`config.mk`:
```
export PLATFORM = sky130hd
export DESIGN_NAME = unidade_controle_jogo_flat
export DESIGN_NICKNAME = d
export VERILOG_FILES = /design/src/rtl/unidade_controle_jogo_if.sv /design/src/rtl/unidade_controle_jogo.sv /design/src/flat_wrapper.sv
export SDC_FILE = /design/constraint.sdc
export NUM_CORES = 1
export LEC_CHECK = 0
export CAP_MARGIN = 20
export CELL_PAD_IN_SITES_DETAIL_PLACEMENT = 1
export CELL_PAD_IN_SITES_GLOBAL_PLACEMENT = 2
export CORE_UTILIZATION = 23
export CTS_CLUSTER_SIZE = 40
export DETAILED_ROUTE_END_ITERATION = 6
export GPL_TIMING_DRIVEN = 1
export PLACE_DENSITY = 0.81
export RECOVER_POWER = 25
export SLEW_MARGIN = 20
export SYNTH_ARGS = -nofsm -noshare
export SYNTH_HDL_FRONTEND = slang
export SYNTH_SLANG_ARGS = --single-unit
```
`constraint.sdc`:
```
create_clock -name clock -period 4.35 [get_ports clock]
set_input_delay 0.87 -clock clock [delete_from_list [all_inputs] [get_ports clock]]
set_output_delay 0.87 -clock clock [all_outputs]
set_load 0.02 [all_outputs]
```
`src/rtl/unidade_controle_jogo_if.sv`:
```
// Control/status bundle between the game control unit and the tic-tac-toe datapath.
interface unidade_controle_jogo_if;
  logic tem_jogada;
  logic macro_vencida;
  logic micro_jogada;
  logic fim_jogo;
  logic fimT;

  logic zeraEdge;
  logic zeraR_micro;
  logic zeraR_macro;
  logic zeraFlipFlopT;
  logic zeraT;
  logic registraR_micro;
  logic registraR_macro;
  logic sinal_macro;
  logic sinal_valida_macro;
  logic we_board;
  logic we_board_state;
  logic troca_jogador;
  logic contaT;

  modport master (
    input  tem_jogada, macro_vencida, micro_jogada, fim_jogo, fimT,
    output zeraEdge, zeraR_micro, zeraR_macro, zeraFlipFlopT, zeraT,
           registraR_micro, registraR_macro, sinal_macro, sinal_valida_macro,
           we_board, we_board_state, troca_jogador, contaT
  );

  modport slave (
    output tem_jogada, macro_vencida, micro_jogada, fim_jogo, fimT,
    input  zeraEdge, zeraR_micro, zeraR_macro, zeraFlipFlopT, zeraT,
           registraR_micro, registraR_macro, sinal_macro, sinal_valida_macro,
           we_board, we_board_state, troca_jogador, contaT
  );
endinterface

```
`src/rtl/unidade_controle_jogo.sv`:
```
// Moore control FSM for the ultimate tic-tac-toe datapath.
// Optional per-turn idle timeout enabled by defining JOGADA_TIMEOUT_EN.
module unidade_controle_jogo #(
  parameter int TIMEOUT_CICLOS = 10000
) (
  input  logic                    clock,
  input  logic                    reset,
  input  logic                    iniciar,
  unidade_controle_jogo_if.master dp,
  output logic                    pronto,
  output logic                    db_timeout,
  output logic [4:0]              db_estado
);

  typedef enum logic [4:0] {
    INICIAL        = 5'd0,
    PREPARA        = 5'd1,
    ESPERA_MACRO   = 5'd2,
    REGISTRA_MACRO = 5'd3,
    AGUARDA_MACRO  = 5'd4,
    VALIDA_MACRO   = 5'd5,
    ESPERA_MICRO   = 5'd6,
    REGISTRA_MICRO = 5'd7,
    AGUARDA_MICRO  = 5'd8,
    VALIDA_MICRO   = 5'd9,
    ESCREVE_BOARD  = 5'd10,
    AGUARDA_BOARD  = 5'd11,
    ESCREVE_STATE  = 5'd12,
    AGUARDA_STATE  = 5'd13,
    VERIFICA_FIM   = 5'd14,
    TROCA          = 5'd15,
    AGUARDA_PROX   = 5'd16,
    FIM            = 5'd17,
    PERDE_VEZ      = 5'd18
  } estado_t;

  estado_t state_reg, state_next;
  logic    timeout;

  always_ff @(posedge clock or negedge reset) begin
    if (!reset) state_reg <= INICIAL;
    else        state_reg <= state_next;
  end

`ifdef JOGADA_TIMEOUT_EN
  localparam int CNT_W = (TIMEOUT_CICLOS > 2) ? $clog2(TIMEOUT_CICLOS) : 1;
  logic [CNT_W-1:0] cnt_reg;
  logic             em_espera;

  assign em_espera = (state_reg == ESPERA_MACRO) || (state_reg == ESPERA_MICRO);
  assign timeout   = em_espera && (cnt_reg == CNT_W'(TIMEOUT_CICLOS - 1));

  // Counter restarts only on entry to a wait-for-player state, not on its self-loop.
  always_ff @(posedge clock or negedge reset) begin
    if (!reset)
      cnt_reg <= '0;
    else if ((state_next != state_reg) &&
             ((state_next == ESPERA_MACRO) || (state_next == ESPERA_MICRO)))
      cnt_reg <= '0;
    else if (em_espera)
      cnt_reg <= cnt_reg + 1'b1;
  end
`else
  assign timeout = 1'b0;
  if (TIMEOUT_CICLOS < 1) begin : g_timeout_invalido
  end
`endif

  always_comb begin
    state_next = state_reg;
    case (state_reg)
      INICIAL:        if (iniciar) state_next = PREPARA;
      PREPARA:        state_next = ESPERA_MACRO;
      ESPERA_MACRO:   if (dp.tem_jogada) state_next = REGISTRA_MACRO;
                      else if (timeout) state_next = PERDE_VEZ;
      REGISTRA_MACRO: state_next = AGUARDA_MACRO;
      AGUARDA_MACRO:  if (dp.fimT) state_next = VALIDA_MACRO;
      VALIDA_MACRO:   state_next = dp.macro_vencida ? ESPERA_MACRO : ESPERA_MICRO;
      ESPERA_MICRO:   if (dp.tem_jogada) state_next = REGISTRA_MICRO;
                      else if (timeout) state_next = PERDE_VEZ;
      REGISTRA_MICRO: state_next = AGUARDA_MICRO;
      AGUARDA_MICRO:  if (dp.fimT) state_next = VALIDA_MICRO;
      VALIDA_MICRO:   state_next = dp.micro_jogada ? ESPERA_MICRO : ESCREVE_BOARD;
      ESCREVE_BOARD:  state_next = AGUARDA_BOARD;
      AGUARDA_BOARD:  if (dp.fimT) state_next = ESCREVE_STATE;
      ESCREVE_STATE:  state_next = AGUARDA_STATE;
      AGUARDA_STATE:  if (dp.fimT) state_next = VERIFICA_FIM;
      VERIFICA_FIM:   state_next = dp.fim_jogo ? FIM : TROCA;
      TROCA:          state_next = AGUARDA_PROX;
      AGUARDA_PROX:   if (dp.fimT) state_next = dp.macro_vencida ? ESPERA_MACRO : ESPERA_MICRO;
      FIM:            if (iniciar) state_next = PREPARA;
`ifdef JOGADA_TIMEOUT_EN
      PERDE_VEZ:      state_next = ESPERA_MACRO;
`endif
      default:        state_next = INICIAL;
    endcase
  end

  always_comb begin
    dp.zeraEdge           = 1'b0;
    dp.zeraR_micro        = 1'b0;
    dp.zeraR_macro        = 1'b0;
    dp.zeraFlipFlopT      = 1'b0;
    dp.zeraT              = 1'b0;
    dp.registraR_micro    = 1'b0;
    dp.registraR_macro    = 1'b0;
    dp.sinal_macro        = 1'b0;
    dp.sinal_valida_macro = 1'b0;
    dp.we_board           = 1'b0;
    dp.we_board_state     = 1'b0;
    dp.troca_jogador      = 1'b0;
    dp.contaT             = 1'b0;
    pronto                = 1'b0;
    db_timeout            = 1'b0;
    case (state_reg)
      PREPARA: begin
        dp.zeraEdge      = 1'b1;
        dp.zeraR_micro   = 1'b1;
        dp.zeraR_macro   = 1'b1;
        dp.zeraFlipFlopT = 1'b1;
        dp.zeraT         = 1'b1;
      end
      ESPERA_MACRO: begin
        dp.sinal_macro        = 1'b1;
        dp.sinal_valida_macro = 1'b1;
      end
      REGISTRA_MACRO: begin
        dp.registraR_macro = 1'b1;
        dp.sinal_macro     = 1'b1;
        dp.zeraT           = 1'b1;
      end
      AGUARDA_MACRO: begin
        dp.contaT             = 1'b1;
        dp.sinal_valida_macro = 1'b1;
      end
      VALIDA_MACRO: dp.sinal_valida_macro = 1'b1;
      REGISTRA_MICRO: begin
        dp.registraR_micro = 1'b1;
        dp.zeraT           = 1'b1;
      end
      AGUARDA_MICRO: dp.contaT = 1'b1;
      ESCREVE_BOARD: begin
        dp.we_board = 1'b1;
        dp.zeraT    = 1'b1;
      end
      AGUARDA_BOARD: dp.contaT = 1'b1;
      ESCREVE_STATE: begin
        dp.we_board_state     = 1'b1;
        dp.sinal_valida_macro = 1'b1;
        dp.zeraT              = 1'b1;
      end
      AGUARDA_STATE: dp.contaT = 1'b1;
      // Macro register reloads from the micro register: next board is the one just played.
      TROCA: begin
        dp.troca_jogador   = 1'b1;
        dp.registraR_macro = 1'b1;
        dp.zeraT           = 1'b1;
      end
      AGUARDA_PROX: begin
        dp.contaT             = 1'b1;
        dp.sinal_valida_macro = 1'b1;
      end
      FIM: pronto = 1'b1;
`ifdef JOGADA_TIMEOUT_EN
      PERDE_VEZ: begin
        dp.troca_jogador = 1'b1;
        db_timeout       = 1'b1;
      end
`endif
      default: ;
    endcase
  end

  assign db_estado = state_reg;

endmodule
```
`src/flat_wrapper.sv`:
```
// flat-port wrapper written by rule: the top's interface ports become plain ports
module unidade_controle_jogo_flat 
#(
  parameter int TIMEOUT_CICLOS = 10000
)
  (clock, reset, iniciar, pronto, db_timeout, db_estado, dp_tem_jogada, dp_macro_vencida, dp_micro_jogada, dp_fim_jogo, dp_fimT, dp_zeraEdge, dp_zeraR_micro, dp_zeraR_macro, dp_zeraFlipFlopT, dp_zeraT, dp_registraR_micro, dp_registraR_macro, dp_sinal_macro, dp_sinal_valida_macro, dp_we_board, dp_we_board_state, dp_troca_jogador, dp_contaT);
  unidade_controle_jogo_if dp_i ();
  input  logic clock;
  input  logic reset;
  input  logic iniciar;
  output logic pronto;
  output logic db_timeout;
  output logic [4:0] db_estado;
  input wire logic [$bits(dp_i.tem_jogada)-1:0] dp_tem_jogada;
  input wire logic [$bits(dp_i.macro_vencida)-1:0] dp_macro_vencida;
  input wire logic [$bits(dp_i.micro_jogada)-1:0] dp_micro_jogada;
  input wire logic [$bits(dp_i.fim_jogo)-1:0] dp_fim_jogo;
  input wire logic [$bits(dp_i.fimT)-1:0] dp_fimT;
  output wire logic [$bits(dp_i.zeraEdge)-1:0] dp_zeraEdge;
  output wire logic [$bits(dp_i.zeraR_micro)-1:0] dp_zeraR_micro;
  output wire logic [$bits(dp_i.zeraR_macro)-1:0] dp_zeraR_macro;
  output wire logic [$bits(dp_i.zeraFlipFlopT)-1:0] dp_zeraFlipFlopT;
  output wire logic [$bits(dp_i.zeraT)-1:0] dp_zeraT;
  output wire logic [$bits(dp_i.registraR_micro)-1:0] dp_registraR_micro;
  output wire logic [$bits(dp_i.registraR_macro)-1:0] dp_registraR_macro;
  output wire logic [$bits(dp_i.sinal_macro)-1:0] dp_sinal_macro;
  output wire logic [$bits(dp_i.sinal_valida_macro)-1:0] dp_sinal_valida_macro;
  output wire logic [$bits(dp_i.we_board)-1:0] dp_we_board;
  output wire logic [$bits(dp_i.we_board_state)-1:0] dp_we_board_state;
  output wire logic [$bits(dp_i.troca_jogador)-1:0] dp_troca_jogador;
  output wire logic [$bits(dp_i.contaT)-1:0] dp_contaT;
  assign dp_i.tem_jogada = dp_tem_jogada;
  assign dp_i.macro_vencida = dp_macro_vencida;
  assign dp_i.micro_jogada = dp_micro_jogada;
  assign dp_i.fim_jogo = dp_fim_jogo;
  assign dp_i.fimT = dp_fimT;
  assign dp_zeraEdge = dp_i.zeraEdge;
  assign dp_zeraR_micro = dp_i.zeraR_micro;
  assign dp_zeraR_macro = dp_i.zeraR_macro;
  assign dp_zeraFlipFlopT = dp_i.zeraFlipFlopT;
  assign dp_zeraT = dp_i.zeraT;
  assign dp_registraR_micro = dp_i.registraR_micro;
  assign dp_registraR_macro = dp_i.registraR_macro;
  assign dp_sinal_macro = dp_i.sinal_macro;
  assign dp_sinal_valida_macro = dp_i.sinal_valida_macro;
  assign dp_we_board = dp_i.we_board;
  assign dp_we_board_state = dp_i.we_board_state;
  assign dp_troca_jogador = dp_i.troca_jogador;
  assign dp_contaT = dp_i.contaT;
  unidade_controle_jogo #(.TIMEOUT_CICLOS(TIMEOUT_CICLOS)) u_core (.clock(clock), .reset(reset), .iniciar(iniciar), .dp(dp_i), .pronto(pronto), .db_timeout(db_timeout), .db_estado(db_estado));
endmodule
```
# ---- Word level (Yosys, flattened, before mapping)
# Cells that the tools add are included.
dict set report word_totals {
  register_bits 5
  input_bits 8
  out_inout_bits 20
  wordCells 57
}
dict set report classes {
  n_eq_ne 25
  mux 23
  reduce_logical 8
}
# op count
set op_table {}
lappend op_table {{case mux 5 bit (17 select lines)} 1}
lappend op_table {{2-to-1 mux 5 bit} 9}
lappend op_table {{equality test 5 x 4 -> 1 bit (second input constant)} 8}
lappend op_table {{equality test 5 x 3 -> 1 bit (second input constant)} 4}
lappend op_table {{inequality test 2 bit (second input constant)} 7}
lappend op_table {{2-to-1 mux 1 bit} 11}
lappend op_table {{equality test 5 x 2 -> 1 bit (second input constant)} 2}
lappend op_table {{equality test 5 bit (second input constant)} 2}
lappend op_table {{OR reduction 5 bit} 2}
lappend op_table {{AND reduction 8 bit} 1}
lappend op_table {{OR reduction 2 bit} 3}
lappend op_table {{OR reduction 6 bit} 1}
lappend op_table {{equality test 5 x 1 -> 1 bit (second input constant)} 1}
lappend op_table {{logical NOT 5 bit} 1}
lappend op_table {{2-to-1 mux 4 bit} 1}
lappend op_table {{2-to-1 mux 3 bit} 1}
lappend op_table {{inequality test 2 x 1 -> 1 bit (second input constant)} 1}

# ---- Depth between registers and ports, before layout
# Gate-level depths: netlist (run 1).
dict set report depth {
  ltp_word 4
  ltp_mapped 6
  ltp_nobuf 4
}

# ---- Worst setup path before layout (run 1)
# OpenSTA, ideal clock, no wires.
dict set report synth_timing {
  kind {register to output}
  from {register u_core.state_reg[2] (netlist: u_core.db_estado[2])}
  to {output dp_we_board_state}
  t_arrival_ns 1.714
  required_time_ns 3.480
  slack_ns 1.766
  stages_incl_launch_ff 5
  n_path_buf 2
  path_cell_list {dfrtp_1 buf_2 buf_1 nand2_1 nor4_1}
}
dict set report synth_via {
  elab_chain_cells 2
}
# element line
set synth_lines {}
lappend synth_lines {{from (decl)} unidade_controle_jogo.sv:37} ;# estado_t state_reg, state_next;
lappend synth_lines {{from (signal assigned)} unidade_controle_jogo.sv:42} ;# else state_reg <= state_next;
lappend synth_lines {{equality test 5 x 4 -> 1 bit} unidade_controle_jogo.sv:115} ;# case (state_reg)
lappend synth_lines {{2-to-1 mux 1 bit} unidade_controle_jogo.sv:115}
lappend synth_lines {{to (decl)} flat_wrapper.sv:29} ;# output wire logic [$bits(dp_i.we_board_state)-1:0] dp_we_board_state;
# Every way passes these cells.

# ---- Worst setup path in the final report (run 1)
dict set report layout_timing {
  from {register u_core.state_reg[0] (netlist: u_core.db_estado[0])}
  to {output dp_contaT}
}
dict set report layout_via {
  elab_chain_cells 3
  elab_cells_between_ends 7
  cone_classes {5 x eq/ne; 1 x mux; 1 x reduce/logical}
}
# element line
set layout_lines {}
lappend layout_lines {{equality test 5 x 3 -> 1 bit, or another cell as far along} unidade_controle_jogo.sv:115}
lappend layout_lines {{OR reduction 5 bit (no line) (*)} -}
lappend layout_lines {{2-to-1 mux 1 bit (*)} unidade_controle_jogo.sv:115}
lappend layout_lines {{to (decl)} flat_wrapper.sv:31} ;# output wire logic [$bits(dp_i.contaT)-1:0] dp_contaT;
# Mark *: on every way between the ends. The rest lies on a longest branch, timed or not.

==> results of run 1 <==
## final timing paths
kind	from	endpoint	slack [ns]	cells after the start
worst max-delay path	u_core.db_estado[0]$_DFFE_PN0P_	dp_contaT	1.04	4
worst min-delay path	u_core.db_estado[4]$_DFFE_PN0P_	u_core.db_estado[3]$_DFFE_PN0P_	0.90	1
worst max register to register	u_core.db_estado[0]$_DFFE_PN0P_	u_core.db_estado[2]$_DFFE_PN0P_	2.17	4
worst min register to register	u_core.db_estado[4]$_DFFE_PN0P_	u_core.db_estado[3]$_DFFE_PN0P_	0.90	1
max in group asynchronous	reset	u_core.db_estado[2]$_DFFE_PN0P_	3.24	1
min in group asynchronous	reset	u_core.db_estado[4]$_DFFE_PN0P_	0.92	1
## metal layers
metal | GRT usage | part of all wire
met4 | 0.0292 | 0.014
met2 | 0.229 | 0.44
met3 | 0.0383 | 0.044
met1 | 0.214 | 0.50
met5 | 0 | 0
## synth_stat cells (all sizes together)
master    n
a211oi    1
a21oi    12
a2bb2oi   2
a31oi     1
and3      1
buf      10
clkbuf    3
conb      1
dfrtp     5
inv       4
mux2      1
nand2     5
nand2b    1
nand3     2
nand3b    1
nor2     10
nor2b     1
nor3      1
nor3b     2
nor4      2
nor4b     2
o211a     1
o211ai    1
o21ai     3
o221ai    1
o22ai     2
o311ai    1
o31a      1
o31ai     2
o32a      1
or2       3
or2b      1
or3b      2
xnor2     2
xor2      1
## power breakdown
part	switching, W	internal, W	total (W)
Combinational	0.000261	0.000259	0.000520
Sequential	0.000104	0.0000655	0.000170
Clock	0.0000176	0.0000346	0.0000521
## worst register-to-register path, cell delays in order (launching register included)
cell and delay (ns):
dfrtp_1 0.78, xnor2_1 0.15, a211oi_1 0.54, o211a_2 0.30, mux2_4 0.30
## through the flow
stage	worst slack, ns	instance area (um^2)
global route	0.847	890
floorplan	1.77	649
finish	1.04	890
global placement	1.47	868
detailed placement	1.36	868
CTS	1.10	895
## kinds of logic (layout without fill, tap and decap cells)
group | after synthesis | in the layout | synth area share
other cells | 1 | 1 | 0.00577
xor+xnor | 3 | 3 | 0.0405
mux | 1 | 1 | 0.0231
simple gates | 34 | 34 | 0.297
buf+inv | 17 | 34 | 0.144
flops | 5 | 5 | 0.193
compound gates | 29 | 29 | 0.297
## cells in the final DEF (no fill, tap or decap), drive strengths merged, types with 2 or more instances in the layout
master / n
or3b: 2
nor2: 10
nand2: 5
nand3: 2
nor4b: 2
dfrtp: 5
o22ai: 2
inv: 4
dlygate4sd3: 2
or2: 3
o21ai: 3
nor4: 2
a2bb2oi: 2
nor3b: 2
xnor2: 2
clkbuf: 4
clkdlybuf4s50: 24
a21oi: 12
o31ai: 2
## final cells by class
| class | instances | area share |
|---|---|---|
| Multi-Input combinational cell | 68 | 0.478 |
| Timing Repair Buffer | 26 | 0.293 |
| Sequential cell | 5 | 0.141 |
| Tap cell | 30 | 0.0422 |
| Clock buffer | 4 | 0.0295 |
| Inverter | 4 | 0.0169 |
==> metrics.md, run 1 <==
| Metric | Value |
|---|---|
| Outcome | `finished clean` |
| Area Overhead vs Synth | `37.0%` |
| Die area | `3040 um^2` |
| Worst-path clk slew | `0.04 ns` |
| Syn Area/Cell | `7.22 um^2` |
| Area contributors post-synth | `dfrtp_1, a21oi_1, buf_4` |
| # setup viols final | `0` |
| DRT iter0 DRCs | `7` |
| CP arrival | `2.44 ns` |
| Hold Crit Class | `flop to flop` |
| Peak supply drop | `345 uV` |
| Max-cap violation count | `0` |
| CP peak stage delay | `0.78 ns` |
| Die Height | `55.1 um` |
| Crit share post-route | `0.761` |
| CTS tree | `done` |
| All-Layer GR Usage | `0.151` |
| Antenna-violating nets left | `0` |
| Max reg flops | `5` |
| Vias in the first global route | `713` |
| Final Util | `0.346` |
| Final min period | `3.31 ns` |
| Post-synthesis cell count | `90` |
| Post-synth top area share | `0.193` |
| Cells along the critical path | `xnor2_1 > a211oi_1 > o22ai_1 > clkdlybuf4s50_1` |
| Die Wd | `55.1 um` |
| Crit path buffers/inverters | `1` |
| Core area | `2570 um^2` |
| Worst slew pin tran | `0.690 ns` |
| WP data required | `3.48 ns` |
| Synth Net Count | `98` |
| H-Tree Depth | `1` |
| Crit-path max FO | `21` |
| Root buffer cell | `clkbuf_4` |
| DRC | `0` |
| Clock sinks | `5` |
| Vias | `727` |
| Max-slew violation count | `0` |
| Unrepaired setup endpoints after global routing | `false` |
| Routed len/inst | `15.0 um` |
| Post-CTS Setup Bufs | `0` |
| Final hold viol count | `0` |
| Layout Cells excl Fill | `137` |
| Drt total wl | `2.06 mm` |
| Vias/cell | `5.31` |
| Initial antenna violation count | `0` |
| Post_cts resized | `0` |
| Cell taking the most area after synthesis | `dfrtp_1` |
| Port Buffer Count | `26` |
| Final #Nets | `116` |
| F_max | `302 MHz` |
| Rows | `18` |
| IO Pins | `28` |
| Flops & latches, synth | `5` |
| Largest net degree at the start of global routing | `22` |
| Crit-path leading delay family | `flip-flops` |
| Leakage power | `0.328 nW` |
| Sequential area share after synthesis | `0.193` |
| Total power | `0.000742 W` |
| FF+latch area | `125 um^2` |
| Post-CTS Hold Fix Bufs | `0` |
| Fin Setup TNS | `0 ns` |
| Synth warn | `0` |
| Filler instances | `339` |
| Power per cell area | `834 nW/um^2` |
| Initial Util | `0.253` |
| HPWL Detailed | `1.48 mm` |
| Routability Congestion | `0.749` |
| Inst Count DP | `133` |
| First-pass GRT wire length | `3.34 mm` |
| Hold Slack | `0.897 ns` |
| Multi-input logic area | `425 um^2` |
| Slowest-stage cell, CP | `dfrtp_1` |
| Layout cells sized above 1 | `0.0748` |
| Worst skew pair latency | `0.24 ns` |
| Mapped cell area | `649 um^2` |
| Worst-case clock buffer depth | `2` |
| Critical path class | `flop to output port` |
| Grt total ovfl | `0` |
| Final Skew | `0.00334 ns` |
| N_diodes | `0` |
| Clock buffer count from CTS | `3` |
| Drt pass-1 iters | `4` |
| Crit start category | `flop` |
| Crit. End Element | `output port` |
| Yosys cell types | `42` |
| Slew Limit Headroom | `0.540` |
No activity file was read; power rests on OpenSTA's default activity.
==> run 2, diff against run 1 <==
--- a/config.mk
+++ b/config.mk
@@ -8,11 +8,11 @@
 export CAP_MARGIN = 20
 export CELL_PAD_IN_SITES_DETAIL_PLACEMENT = 1
 export CELL_PAD_IN_SITES_GLOBAL_PLACEMENT = 2
-export CORE_UTILIZATION = 23
+export CORE_UTILIZATION = 21
 export CTS_CLUSTER_SIZE = 40
 export DETAILED_ROUTE_END_ITERATION = 6
 export GPL_TIMING_DRIVEN = 1
-export PLACE_DENSITY = 0.81
+export PLACE_DENSITY = 0.75
 export RECOVER_POWER = 25
 export SLEW_MARGIN = 20
 export SYNTH_ARGS = -nofsm -noshare
==> constraint.sdc (replaced) <==
create_clock -name clock -period 3.3 [get_ports clock]
set_input_delay 0.66 -clock clock [delete_from_list [all_inputs] [get_ports clock]]
set_output_delay 0.66 -clock clock [all_outputs]
set_load 0.02 [all_outputs]
==> metrics.md, run 2 (synthesis gave the netlist of run 1 again) <==
| Metric | Value |
|---|---|
| Cells along the critical path | `xnor2_1 > a211oi_1 > o22ai_1 > clkdlybuf4s50_1` |
| Post-CTS Setup Bufs | `0 (unchanged)` |
| Unrepaired setup endpoints after global routing | `false` |
| Sw Ratio | `0.518 (+0.00218)` |
| CP arrival | `2.42 ns (-0.02 ns)` |
| Core area | `2850 um^2 (+11%)` |
| N_diodes | `0 (unchanged)` |
| Crit start category | `flop` |
| Clk pwr share | `0.073 (+0.003)` |
| Port Buffer Count | `26 (unchanged)` |
| Routability Congestion | `0.783 (+4.6%)` |
| Final hold viol count | `0 (unchanged)` |
| Combinational Power Share | `0.700 (about the same)` |
| Peak supply drop | `440 uV (+27%)` |
| Final #Nets | `116 (unchanged)` |
| Vias in the first global route | `682 (-4.3%)` |
| Slowest-stage cell, CP | `dfrtp_1` |
| Hold Crit Class | `input pin to asynchronous set/reset pin` |
| Crit-path max FO | `21 (unchanged)` |
| Post_cts resized | `0 (unchanged)` |
| Crit share post-route | `0.934` |
| Max-slew violation count | `0 (unchanged)` |
| Worst-case clock buffer depth | `2 (unchanged)` |
| WP data required | `2.64 ns (-0.84 ns)` |
| Post-CTS Hold Fix Bufs | `0 (unchanged)` |
| Antenna-violating nets left | `0 (unchanged)` |
| Reg-to-reg endpoint | `u_core.db_estado[2]$_DFFE_PN0P_` |
| Rows | `19 (+1)` |
| CP peak stage delay | `0.78 ns (about the same)` |
| R2R cell count | `4 (unchanged)` |
| Max reg flops | `5 (unchanged)` |
| Largest net degree at the start of global routing | `22 (unchanged)` |
| Root buffer cell | `clkbuf_4` |
| Die Wd | `57.6 um (+4.5%)` |
| Multi-input logic area | `425 um^2 (unchanged)` |
| Drt pass-1 iters | `7 (+3)` |
| Routed met2 length | `944 um (+4.0%)` |
| F_max | `324 MHz` |
| Routed len/inst | `14.5 um (-3.3%)` |
| Worst r2r src | `u_core.db_estado[0]$_DFFE_PN0P_` |
| Crit-path leading delay family | `flip-flops` |
| Filler instances | `362 (+6.8%)` |
| Net Switching | `0.000507 W (+32%)` |
| Critical path class | `flop to output port` |
| Slew Limit Headroom | `0.540 (about the same)` |
| Clock buffer count from CTS | `3 (unchanged)` |
| Final Skew | `0.00573 ns (+0.00239 ns)` |
| DRT iter0 DRCs | `15 (+8)` |
| WL met1 | `959 um (-6.9%)` |
| Grt total ovfl | `0 (unchanged)` |
| Initial Util | `0.228 (-0.0253)` |
| Part of the power in registers | `0.227 (-0.002)` |
| Worst-path clk slew | `0.05 ns (about the same)` |
| First-pass GRT wire length | `3.32 mm (-0.63%)` |
| Power Internal | `0.000472 W (+31%)` |
| Most frequent cells in the layout | `clkdlybuf4s50_1, a21oi_1, nor2_1` |
| Die area | `3320 um^2 (+9.2%)` |
| Die Height | `57.6 um (+4.5%)` |
| Max-cap violation count | `0 (unchanged)` |
| Fin Setup TNS | `0 ns (unchanged)` |
| Leakage power | `0.330 nW (+0.83%)` |
| CTS tree | `done` |
| Worst skew pair latency | `0.25 ns (about the same)` |
| # setup viols final | `0 (unchanged)` |
| Crit. End Element | `output port` |
| Layout cells sized above 1 | `0.0841 (+0.00935)` |
| R2R setup slack | `1.15 ns (-1.02 ns)` |
| Drt total wl | `2.01 mm (-2.6%)` |
| Met3 Wirelength | `69 um (-23%)` |
| Clock sinks | `5 (unchanged)` |
| Initial antenna violation count | `0 (unchanged)` |
| Power per cell area | `1100 nW/um^2 (+32%)` |
| FF+latch area | `125 um^2 (unchanged)` |
| Max layer used | `met4` |
| Failing checks | `design-rule violations` |
| Area Overhead vs Synth | `37.4%` |
| Vias/cell | `5.12 (-3.5%)` |
| Vias | `707 (-2.8%)` |
| H-Tree Depth | `1 (unchanged)` |
| Outcome | `complete, but fails checks` |
| DRC | `4 (+4)` |
| Commonest non-fill, non-tap cell in the layout | `clkdlybuf4s50_1` |
| Crit path buffers/inverters | `1 (unchanged)` |
| Final Util | `0.313 (-0.0338)` |
| HPWL Detailed | `1.50 mm (+1.1%)` |
| Final min period | `3.08 ns` |
| All-Layer GR Usage | `0.129 (-0.0222)` |
| Worst slew pin tran | `0.690 ns (+0.000367 ns)` |
| IO Pins | `28 (unchanged)` |
## run 2: cell count changes in the layout (fill, tap and decap cells not counted)
| cell | previous run | this run |
|---|---|---|
| clkbuf_1 | 1 | 0 |
| clkinv_2 | 0 | 1 |
## run 2: cell type report
| cell class | count | share of cell area |
|---|---|---|
| clock inverters | 1 | 0.00561 |
| well taps | 31 | 0.0435 |
| clock buffers | 3 | 0.0252 |
| multi-input cells | 68 | 0.477 |
| repair buffers | 26 | 0.292 |
| inverters | 4 | 0.0168 |
| flip-flops and latches | 5 | 0.140 |
## run 2: how the worst max path moves through the flow
stage	start	end	slack (ns)	depth (start not counted)
detailed placement	u_core.db_estado[3]$_DFFE_PN0P_	dp_zeraR_micro	0.55	4
global placement	u_core.db_estado[0]$_DFFE_PN0P_	dp_registraR_micro	0.59	3
global route	u_core.db_estado[0]$_DFFE_PN0P_	dp_contaT	0.03	4
finish	u_core.db_estado[0]$_DFFE_PN0P_	dp_contaT	0.22	4
CTS	u_core.db_estado[3]$_DFFE_PN0P_	dp_zeraR_micro	0.27	4
floorplan	u_core.db_estado[2]$_DFFE_PN0P_	dp_we_board_state	0.93	4
## run 2: per-layer routing
metal,track usage,up-vias
met5,0,-
met4,0.0627,0
met3,0.0112,4
met2,0.209,20
met1,0.172,330
li1,-,353
## run 2: worst register-to-register path: cells and delay by family (launching register included)
| family | cells | cell delay (ns) |
|---|---|---|
| AO/OA/AOI/OAI | 2 | 0.80 |
| XOR/XNOR | 1 | 0.15 |
| flip-flops | 1 | 0.78 |
| multiplexers | 1 | 0.30 |
## run 2: metrics by stage
stage          setup WS [ns]  instance area (um^2)  instances  total power [W]  hold WS [ns]
5_1_grt               0.0328                   892        138          0.00106         0.714
2_1_floorplan          0.926                   649         90         0.000685         0.364
3_3_place_gp           0.589                   870        134         0.000909         0.863
6_report               0.218                   892        138         0.000978         0.711
4_1_cts                0.269                   897        138         0.000998         0.640
3_5_place_dp           0.550                   870        134         0.000918         0.870
## run 2: power groups by stage
stage / sequential [W] / clock [W] / combinational, W
6_report: 0.000222 / 0.0000719 / 0.000685
5_1_grt: 0.000240 / 0.0000779 / 0.000742
4_1_cts: 0.000222 / 0.0000750 / 0.000701
3_5_place_dp: 0.000224 / 0 / 0.000694
3_3_place_gp: 0.000222 / 0 / 0.000687
2_1_floorplan: 0.000140 / 0 / 0.000546
